**src/rtl/sram_pkg.sv**
```systemverilog
// Shared definitions for the 8x8 scratch SRAM: default geometry, the data
// word type and the even-parity helper used on both write and read paths.
package sram_pkg;

    localparam int SRAM_DATA_W = 8;
    localparam int SRAM_ADDR_W = 3;
    localparam int DEPTH       = 1 << SRAM_ADDR_W;

    typedef logic [SRAM_DATA_W-1:0] word_t;

    // Even parity: the returned bit makes the total count of ones even.
    function automatic logic parity_f(input word_t w);
        return ^w;
    endfunction

endpackage

```
**src/rtl/sram_array.sv**
```systemverilog
// Storage array for the scratch SRAM: synchronous write, synchronous clear
// of every word on reset, and an unregistered read port. The read register
// and write-first bypass live in the wrapper.
module sram_array
    import sram_pkg::*;
#(
    parameter int WIDTH  = SRAM_DATA_W,
    parameter int ADDR_W = SRAM_ADDR_W
) (
    input  logic              clk,
    input  logic              rst_n,
    input  logic              we,
    input  logic [ADDR_W-1:0] addr,
    input  logic [WIDTH-1:0]  wdata,
    output logic [WIDTH-1:0]  rdata
);

    localparam int WORDS = 1 << ADDR_W;

    logic [WIDTH-1:0] mem [WORDS];

    // Clear every word on reset, otherwise store the write data.
    // NOTE: this array is small and must read back zero after reset, so it is
    // built from flops and cleared in the reset branch; a large RAM macro
    // could not be reset this way and would need an explicit clear sequence.
    // NOTE: sequential state uses non-blocking assignments so all flops update
    // together and simulation order cannot leak into the result.
    always_ff @(posedge clk) begin
        if (!rst_n) begin
            for (int i = 0; i < WORDS; i++) begin
                mem[i] <= '0;
            end
        end else if (we) begin
            mem[addr] <= wdata;
        end
    end

    // Every address is populated, so the read needs no range check.
    assign rdata = mem[addr];

endmodule

```
**src/rtl/sram.sv**
```systemverilog
// Single-port 8x8 scratch SRAM with a registered read output and write-first
// behaviour when WE and RD are asserted together.
// Optional feature: define SRAM_PARITY_EN to store an even-parity bit per word
// and report read-time mismatches on parity_err.
module sram
    import sram_pkg::*;
#(
    parameter int DATA_W = SRAM_DATA_W,
    parameter int ADDR_W = SRAM_ADDR_W
) (
    input  logic              clk,
    input  logic              rst_n,
    input  logic [DATA_W-1:0] dataIn,
    input  logic [ADDR_W-1:0] Addr,
    input  logic              WE,
    input  logic              RD,
    output logic [DATA_W-1:0] dataOut
`ifdef SRAM_PARITY_EN
    ,
    output logic              parity_err
`endif
);

`ifdef SRAM_PARITY_EN
    localparam int STORE_W = DATA_W + 1;
`else
    localparam int STORE_W = DATA_W;
`endif

    logic [STORE_W-1:0] wr_word;
    logic [STORE_W-1:0] rd_word;
    logic [DATA_W-1:0]  rd_data;
    logic [DATA_W-1:0]  next_out;

`ifdef SRAM_PARITY_EN
    logic rd_parity_bad;
`endif

    // Build the stored word: data, plus its parity bit when parity is enabled.
    // NOTE: every combinational output gets a default at the top of the block
    // so no path leaves it unassigned and no latch is inferred.
    always_comb begin
        wr_word = '0;
        wr_word[DATA_W-1:0] = dataIn;
`ifdef SRAM_PARITY_EN
        wr_word[DATA_W] = parity_f(dataIn);
`endif
    end

    sram_array #(
        .WIDTH  (STORE_W),
        .ADDR_W (ADDR_W)
    ) u_array (
        .clk   (clk),
        .rst_n (rst_n),
        .we    (WE),
        .addr  (Addr),
        .wdata (wr_word),
        .rdata (rd_word)
    );

    // Split the stored word and pick the read source: new data on a
    // same-cycle write wins over the old stored word.
    always_comb begin
        rd_data  = rd_word[DATA_W-1:0];
        next_out = WE ? dataIn : rd_data;
`ifdef SRAM_PARITY_EN
        rd_parity_bad = (parity_f(rd_data) != rd_word[DATA_W]);
`endif
    end

    // Read register: cleared on reset, loaded on RD, held otherwise.
    always_ff @(posedge clk) begin
        if (!rst_n) begin
            dataOut <= '0;
`ifdef SRAM_PARITY_EN
            parity_err <= 1'b0;
`endif
        end else if (RD) begin
            dataOut <= next_out;
`ifdef SRAM_PARITY_EN
            // Bypassed data is freshly encoded and cannot mismatch.
            parity_err <= WE ? 1'b0 : rd_parity_bad;
`endif
        end
    end

endmodule

```
**config.mk**
```make
export PLATFORM = sky130hd
export DESIGN_NAME = sram
export DESIGN_NICKNAME = d
export VERILOG_FILES = /design/src/rtl/sram_pkg.sv /design/src/rtl/sram_array.sv /design/src/rtl/sram.sv
export SDC_FILE = /design/constraint.sdc
export NUM_CORES = 1
export LEC_CHECK = 0
export ABC_AREA = 1
export CORE_AREA = 2 2 77 79
export CTS_BUF_LIST = sky130_fd_sc_hd__clkbuf_16
export DETAILED_ROUTE_END_ITERATION = 6
export DIE_AREA = 0 0 79 81
export GPL_TIMING_DRIVEN = 1
export HOLD_SLACK_MARGIN = 0.08
export PLACE_DENSITY = 0.84
export SLEW_MARGIN = 20
export SYNTH_ARGS = -nofsm -noshare
export SYNTH_HDL_FRONTEND = slang
export SYNTH_SLANG_ARGS = --single-unit
```
**constraint.sdc**
```tcl
create_clock -name clk -period 2.2 [get_ports clk]
set_input_delay 0.44 -clock clk [delete_from_list [all_inputs] [get_ports clk]]
set_output_delay 0.44 -clock clk [all_outputs]
set_load 0.01 [all_outputs]
```
==> impl_metrics.yaml, run 1 <==
floorplanning:
  fp.dieH_um: 81
  die_w_um: 79
  io_pins: 23
  core_um2: 5680
  start_util_pct: 60.3
  rows: 28
  die_area_um2: 6400
setup_path:
  worstPathArrival_ns: 1.78
  timing.rr.start: "u_array.mem[4][6]"
  worst_setup_path_start_kind: "primary input"
  r2r_slack_ns: 0.98
  r2r_end: "dataOut[6]"
  rr_worst_depth: 5
  end_kind: "register"
  criticalPathCategory: "in -> reg"
  worstPathRequired_ns: 2.20
  cp_max_fo: 32
yosys:
  synth_area_leaders: "edfxtp_1 (56%), nand2_1 (9.2%), inv_1 (7.5%)"
  yosysWarningCount: 0
  syn-instance-count: 382
  synthXorXnorAreaFrac_pct: 0
  synth_top_family_by_area: "simple AND/OR/NAND/NOR gates"
  synthSimpleGateAreaFrac_pct: 25.6
  synthMuxAreaShare_pct: 0
  synth_area_um2: 3420
  ys_ff_latch: 72
  synthAdderAreaFrac_pct: 0
  syn_nets: 397
  synth-compound-area-share_pct: 4.24
  synth.distinct_cells: 18
  synth_top_area_cell: "edfxtp_1"
  synth-seq-area-share_pct: 60.8
  synth_top_area_share_pct: 56.1
  avgSynthCellArea_um2: 8.96
timing:
  clock_skew_ns: 0.00839
  rsz0062_at_grt: "false"
  fin_ws_ns: 0.420
  worstMarginPinSlew_ns: 0.443
  finalSetupViolations: 0
  period_minus_slack_ns: 1.78
  slew_viol_final: 0
  fin_crit_sh_pct: 80.9
  slew_headroom_pct: 70.4
  finalHoldViolCount: 0
  max_freq_mhz: 562
  fin_setup_tns_ns: 0
detailed_routing:
  dr.pass1.iters: 6
  avgViaCountPerCell: 5.50
  ant_nets: 0
  vias: 2768
  wirelength_um: 8340
  drt_iter0_drc: 379
  remaining_drc_errors: 0
  wl_per_cell_um: 16.6
clocking:
  cts.path.max_buffers: 2
  numCtsBuffers: 9
  cts_root_buffer: "clkbuf_16"
  clock_latency_ns: 0.33
  post-cts-setup-buffers: 0
  cts_tree: "yes"
  clock-sinks: 72
  ctsHtreeMaxLevel: 3
  cts_hold_buf: 0
  clk_pin_slew_ns: 0.06
  cts.repair.resized: 0
global_routing:
  first_global_vias: 2564
  gr-total-overflow: 0
  grt.total_usage_pct: 28.2
  grt_max_degree: 33
  grt_pass1_wl_um: 12800
  antenna_found_initial: 0
cells_and_area:
  layout_commonest_cell: "nand2_1"
  seq_area_um2: 2080
  diodes: 0
  nets: 438
  area.growth.synth_to_final_pct: 20.0
  mostFrequentLayoutCells: "nand2_1 (84), inv_1 (68), nor2_1 (65), edfxtp_1 (64), nand3_1 (39)"
  fillCellCount: 391
  layout-drive-gt1-share_pct: 11.7
  multi_input_area_um2: 1020
placement:
  hpwl_um: 5610
  pre_cts_ws_ns: 0.110
  io_buffers: 22
  gp_congestion: 0.870
status:
  status: "finished clean"
worst_hold_path:
  hp-class: "reg -> reg"
  holdPathEnd: "dataOut[3]"
  whs_path_depth: 2
  holdCritStartpoint: "dataOut[3]"
run:
  cap_viol_max_count: 0
power:
  p_per_area_nw_per_um2: 810
  p_leak_nw: 1.86
  ir_drop_mv: 0.504
-- power by group --
part | internal [W] | switching, W | leakage, nW | total (W)
combinational | 0.000120 | 0.000215 | 1.04 | 0.000335
clock | 0.000864 | 0.000526 | 0.136 | 0.00139
sequential | 0.00158 | 0.0000266 | 0.679 | 0.00160
total | 0.00256 | 0.000768 | 1.86 | 0.00333
-- cell usage after synthesis (all sizes together) --
library cell   n
dfxtp          8
o21bai         8
edfxtp        64
a21oi          8
o21ai          9
nand2         90
or2            7
nor2          70
nand3         39
inv           70
buf            9
-- worst max path at each step --
stage / start / end / cells past startpoint
6_report: Addr[0] / u_array.mem[2][0] / 5
5_1_grt: Addr[0] / u_array.mem[0][1] / 5
4_1_cts: Addr[0] / u_array.mem[2][0] / 5
3_5_place_dp: Addr[0] / u_array.mem[2][3] / 5
3_3_place_gp: Addr[0] / u_array.mem[6][6] / 5
2_1_floorplan: Addr[0] / u_array.mem[0][0] / 5
-- through the flow --
| step | total power, W | area, um^2 | std cells | utilization (%) | hold slack (ns) |
|---|---|---|---|---|---|
| after floorplan | 0.00181 | 3420 | 382 | - | 0.490 |
| after global placement | 0.00194 | 3820 | 487 | 67.3 | 0.452 |
| after detailed placement | 0.00195 | 3820 | 487 | 67.3 | 0.458 |
| after CTS | 0.00332 | 4110 | 503 | 72.4 | 0.467 |
| after global routing | 0.00342 | 4110 | 503 | 72.4 | 0.487 |
| final | 0.00333 | 4110 | 503 | 72.4 | 0.467 |
-- state kept, by name, summed over array words and instances (netlist names) --
| register | cells |
|---|---|
| dataOut | 8 |
| u_array.mem | 64 |
-- per-layer routing --
layer / GRT usage [%] / routed length [um]
met5: 0 / 0
met4: 18.3 / 400
met3: 8.00 / 910
met2: 45.3 / 3930
met1: 33.5 / 3100
-- layout make-up --
type	instances	area share [%]
inverters	70	6.39
flip-flops and latches	72	50.7
repair buffers	39	8.77
clock buffers	9	5.48
clock inverters	7	1.52
well taps	75	2.28
multi-input cells	231	24.9
-- kinds of logic after synthesis --
kind of cell           after synthesis
AOI/OAI and AO/OA                   25
buffers and inverters               79
DFF                                 72
and+or+nand+nor                    206
-- critical path, stage by stage --
cell	delay (ns)
clkdlybuf4s50_1	0.53
buf_12	0.23
nor2_2	0.22
nand2_1	0.10
nand2_1	0.26
Note: power is estimated with default switching activity, not from simulation.
==> run 2: changes to the inputs <==
--- a/config.mk
+++ b/config.mk
@@ -6,13 +6,13 @@
 export NUM_CORES = 1
 export LEC_CHECK = 0
 export ABC_AREA = 1
-export CORE_AREA = 2 2 77 79
+export CORE_AREA = 2 2 80 82
 export CTS_BUF_LIST = sky130_fd_sc_hd__clkbuf_16
 export DETAILED_ROUTE_END_ITERATION = 6
-export DIE_AREA = 0 0 79 81
+export DIE_AREA = 0 0 82 84
 export GPL_TIMING_DRIVEN = 1
 export HOLD_SLACK_MARGIN = 0.08
-export PLACE_DENSITY = 0.84
+export PLACE_DENSITY = 0.78
 export SLEW_MARGIN = 20
 export SYNTH_ARGS = -nofsm -noshare
 export SYNTH_HDL_FRONTEND = slang
==> constraint.sdc (replaced) <==
create_clock -name clk -period 1.72 [get_ports clk]
set_input_delay 0.344 -clock clk [delete_from_list [all_inputs] [get_ports clk]]
set_output_delay 0.344 -clock clk [all_outputs]
set_load 0.01 [all_outputs]
==> run 2 against run 1 <==
Global-route usage decreased by 2.2 points. Combinational power is 34% higher. Critical path depth stayed put. Critical path type unchanged. Critical endpoint is now u_array.mem[4][3]. Largest cell class unchanged. Largest power group unchanged. Highest routed layer unchanged.
==> impl_metrics.yaml, run 2 (synthesized netlist as in run 1, its figures left out) <==
detailed_routing:
  remaining_drc_errors: 0
  avgViaCountPerCell: 5.34
  dr.pass1.iters: 5
  drt_iter0_drc: 269
  ant_nets: 0
  wirelength_um: 8140
  wl_per_cell_um: 15.9
  vias: 2734
setup_path:
  r2r_slack_ns: 0.60
  worstPathArrival_ns: 1.63
  criticalPathCategory: "in -> reg"
  worst_setup_path_start_kind: "primary input"
  worstPathRequired_ns: 1.72
  end_kind: "register"
  cp_max_fo: 9
clocking:
  cts_root_buffer: "clkbuf_16"
  cts_tree: "yes"
  numCtsBuffers: 9
  clock-sinks: 72
  cts_hold_buf: 0
  clock_latency_ns: 0.33
  clk_pin_slew_ns: 0.05
  cts.path.max_buffers: 2
  ctsHtreeMaxLevel: 3
timing:
  finalSetupViolations: 0
  period_minus_slack_ns: 1.63
  slew_headroom_pct: 68.9
  rsz0062_at_grt: "false"
  fin_setup_tns_ns: 0
  clock_skew_ns: 0.00713
  worstMarginPinSlew_ns: 0.466
  slew_viol_final: 0
  fin_ws_ns: 0.0933
  max_freq_mhz: 615
  fin_crit_sh_pct: 94.6
  finalHoldViolCount: 0
power:
  p_leak_nw: 1.91
  p_per_area_nw_per_um2: 979
  power.total_w: 0.00410
  ir_drop_mv: 0.565
global_routing:
  met1_usage_pct: 35.5
  busiest_layer: "met2"
  grt.total_usage_pct: 26.0
  first_global_vias: 2539
  gr-total-overflow: 0
  grt.met3_usage_pct: 5.63
  met2_usage_pct: 39.2
  grt_max_degree: 24
  antenna_found_initial: 0
  grt_pass1_wl_um: 12800
floorplanning:
  core_um2: 6100
  rows: 29
  io_pins: 23
  start_util_pct: 56.2
  die_area_um2: 6890
  fp.dieH_um: 84
  die_w_um: 82
placement:
  gp_congestion: 0.914
  hpwl_um: 5690
  pre_cts_ws_ns: -0.295
  io_buffers: 22
cells_and_area:
  multi_input_area_um2: 1030
  layout-drive-gt1-share_pct: 13.1
  reg.largest.list: "u_array.mem (64), dataOut (8)"
  mostFrequentLayoutCells: "nand2_1 (82), inv_1 (69), nor2_1 (65), edfxtp_1 (64), nand3_1 (39)"
  diodes: 0
  fillCellCount: 442
  top_register: "u_array.mem"
  layout_commonest_cell: "nand2_1"
  largest_reg_flops: 64
  nets: 445
  final_core_util_pct: 68.7
  area.growth.synth_to_final_pct: 22.3
  seq_area_um2: 2080
run:
  cap_viol_max_count: 0
worst_hold_path:
  hp-class: "reg -> reg"
status:
  status: "finished clean"
-- run 2: cell count changes in the layout (fill, tap and decap cells not counted), sizes merged --
cell      change
clkinvlp      -2
inv           +1
buf           +7
bufinv        -1
clkinv        +2
-- run 2: through the flow --
stage | hold slack, ns | cells | area (um^2)
after floorplan | 0.490 | 382 | 3420
final | 0.464 | 512 | 4190
after detailed placement | 0.458 | 496 | 3930
after CTS | 0.466 | 512 | 4180
after global routing | 0.485 | 512 | 4190
after global placement | 0.452 | 496 | 3930
-- run 2: final cells by class --
cell class / instances / share of cell area (%)
Clock buffer: 9 / 5.38
Clock inverter: 7 / 0.717
Inverter: 70 / 6.28
Multi-Input combinational cell: 231 / 24.5
Sequential cell: 72 / 49.7
Tap cell: 77 / 2.30
Timing Repair Buffer: 46 / 11.1
-- run 2: metal layers --
metal / vias to the layer above / routed length [um]
met3: 23 / 665
met2: 150 / 3870
li1: 1305 / -
met5: - / 0
met4: 0 / 257
met1: 1256 / 3350
-- run 2: timing repair --
item / 4_1_cts / 5_1_grt
hold endpoints to repair: 0 / 0
setup endpoints to repair: 0 / 16
setup buffers: 0 / 0
resized for setup: 0 / 2
-- run 2: final timing paths --
check,start,to,cells past startpoint
hold / removal,dataOut[2],dataOut[2],2
setup reg to reg,u_array.mem[1][6],dataOut[6],6
hold reg to reg,dataOut[2],dataOut[2],2
setup / recovery,Addr[0],u_array.mem[4][3],5
-- run 2: critical path: stages --
cell             delay (ns)
clkdlybuf4s50_1        0.52
buf_4                  0.22
nor2_2                 0.20
nand2_2                0.07
nand2_1                0.26
-- run 2: power by group --
group / switching (W) / total [W] / internal, W
clock: 0.000652 / 0.00160 / 0.000945
combinational: 0.000273 / 0.000450 / 0.000177
sequential: 0.0000339 / 0.00205 / 0.00202
==> run 3: changes to the inputs <==
--- a/config.mk
+++ b/config.mk
@@ -13,6 +13,7 @@
 export GPL_TIMING_DRIVEN = 1
 export HOLD_SLACK_MARGIN = 0.08
 export PLACE_DENSITY = 0.78
+export SETUP_SLACK_MARGIN = 0.05
 export SLEW_MARGIN = 20
 export SYNTH_ARGS = -nofsm -noshare
 export SYNTH_HDL_FRONTEND = slang
==> run 3 against run 2 <==
Die area unchanged. Critical endpoint is now u_array.mem[2][0]. Highest routed layer unchanged. Sequential power about the same. Power about the same. Critical path type unchanged.
==> impl_metrics.yaml, run 3 (synthesized netlist as in run 1, its figures left out) <==
status:
  status: "finished clean"
global_routing:
  antenna_found_initial: 0
  grt_pass1_wl_um: 12800
  first_global_vias: 2539
  grt_max_degree: 24
  gr-total-overflow: 0
  grt.total_usage_pct: 26.0
timing:
  slew_viol_final: 0
  whs_ns: 0.465
  slew_headroom_pct: 68.4
  finalHoldViolCount: 0
  finalSetupViolations: 0
  max_freq_mhz: 627
  clock_skew_ns: 0.00781
  fin_ws_ns: 0.126
  fin_crit_sh_pct: 92.7
  rsz0062_at_grt: "false"
  worstMarginPinSlew_ns: 0.474
  period_minus_slack_ns: 1.59
setup_path:
  end_kind: "register"
  worstPathArrival_ns: 1.64
  worstPathRequired_ns: 1.77
  worst_path_largest_cell_delay_ns: 0.53
  cp_max_fo: 9
  criticalPathCategory: "in -> reg"
  cp_cell_sequence: "clkdlybuf4s50_1, buf_4, nor2_2, nand2_1, nand2_1, buf_12"
  path_delay_family: "buffers and inverters"
  cp_common_cell: "nand2_1"
  worst_setup_path_start_kind: "primary input"
  crit_buf_inv: 3
  slowest_stage: "clkdlybuf4s50_1"
placement:
  io_buffers: 22
  hpwl_um: 5690
  dpl-instance-area_um2: 3930
  pre_cts_ws_ns: -0.295
  dp.cells: 496
  gp_congestion: 0.914
clocking:
  clk_pin_slew_ns: 0.05
  post-cts-setup-buffers: 0
  clock_latency_ns: 0.33
  cts_root_buffer: "clkbuf_16"
  cts_tree: "yes"
  clock-sinks: 72
  ctsHtreeMaxLevel: 3
  cts.path.max_buffers: 2
  numCtsBuffers: 9
cells_and_area:
  fin_area_um2: 4190
  top_register: "u_array.mem"
  fin_cells: 512
  reg.largest.list: "u_array.mem (64), dataOut (8)"
  diodes: 0
  largest_reg_flops: 64
  layout_commonest_cell: "nand2_1"
  mostFrequentLayoutCells: "nand2_1 (80), inv_1 (69), nor2_1 (65), edfxtp_1 (64), nand3_1 (39)"
  area.growth.synth_to_final_pct: 22.4
  nets: 445
  layout-drive-gt1-share_pct: 13.6
detailed_routing:
  wl_per_cell_um: 15.9
  remaining_drc_errors: 0
  ant_nets: 0
  wirelength_um: 8120
  avgViaCountPerCell: 5.33
  drt_iter0_drc: 262
  dr.pass1.iters: 5
  vias: 2728
floorplanning:
  fp.dieH_um: 84
  die_w_um: 82
  start_util_pct: 56.2
  io_pins: 23
  die_area_um2: 6890
  core_um2: 6100
  rows: 29
power:
  ir_drop_mv: 0.565
  p_per_area_nw_per_um2: 977
  p_leak_nw: 1.91
  power.total_w: 0.00410
worst_hold_path:
  hp-class: "reg -> reg"
run:
  cap_viol_max_count: 0
## run 3: power by group
group          total [W]  internal (W)  switching, W
clock network    0.00160      0.000945      0.000652
logic           0.000451      0.000178      0.000273
registers        0.00205       0.00201     0.0000340
## run 3: repair_timing
item	CTS	global route
hold endpoints to repair	0	0
hold buffers	0	0
gates resized for setup	0	4
setup endpoints to repair	0	32
## run 3: worst reg2reg max path: stages, from the launching register on
cell and delay, ns:
edfxtp_1 0.35, inv_1 0.06, nand2_1 0.05, nand3_1 0.13
nand3_1 0.14, o21bai_1 0.18, a21oi_1 0.09
## run 3: per-stage QoR
stage	TNS, ns	utilization (%)
after floorplan	0	-
after global placement	-12.38	64.4
after detailed placement	-15.63	64.4
after CTS	0	68.6
after global routing	0	68.8
final	0	68.8
## run 3: layout make-up
type | count | area (um^2)
Fill cell | 440 | 1900
Inverter | 70 | 263
Tap cell | 77 | 96.3
Timing Repair Buffer | 46 | 463
Clock inverter | 7 | 30.0
Sequential cell | 72 | 2080
Clock buffer | 9 | 225
Multi-Input combinational cell | 231 | 1030
## run 3: metal layers
metal  share of wire [%]  vias up  GRT usage, %
met5                   0        -             0
met4                 3.5        0          12.4
met3                 7.5       25          5.63
met2                  47      136          39.2
met1                  42     1260          35.5
li1                    -     1307             -
## run 3: worst paths after layout
kind / depth (start not counted) / start / endpoint / slack, ns
setup / recovery: 6 / Addr[0] / u_array.mem[2][0] / 0.13
hold / removal: 2 / dataOut[2] / dataOut[2] / 0.47
setup reg to reg: 6 / u_array.mem[1][3] / dataOut[3] / 0.59
hold reg to reg: 2 / dataOut[2] / dataOut[2] / 0.47
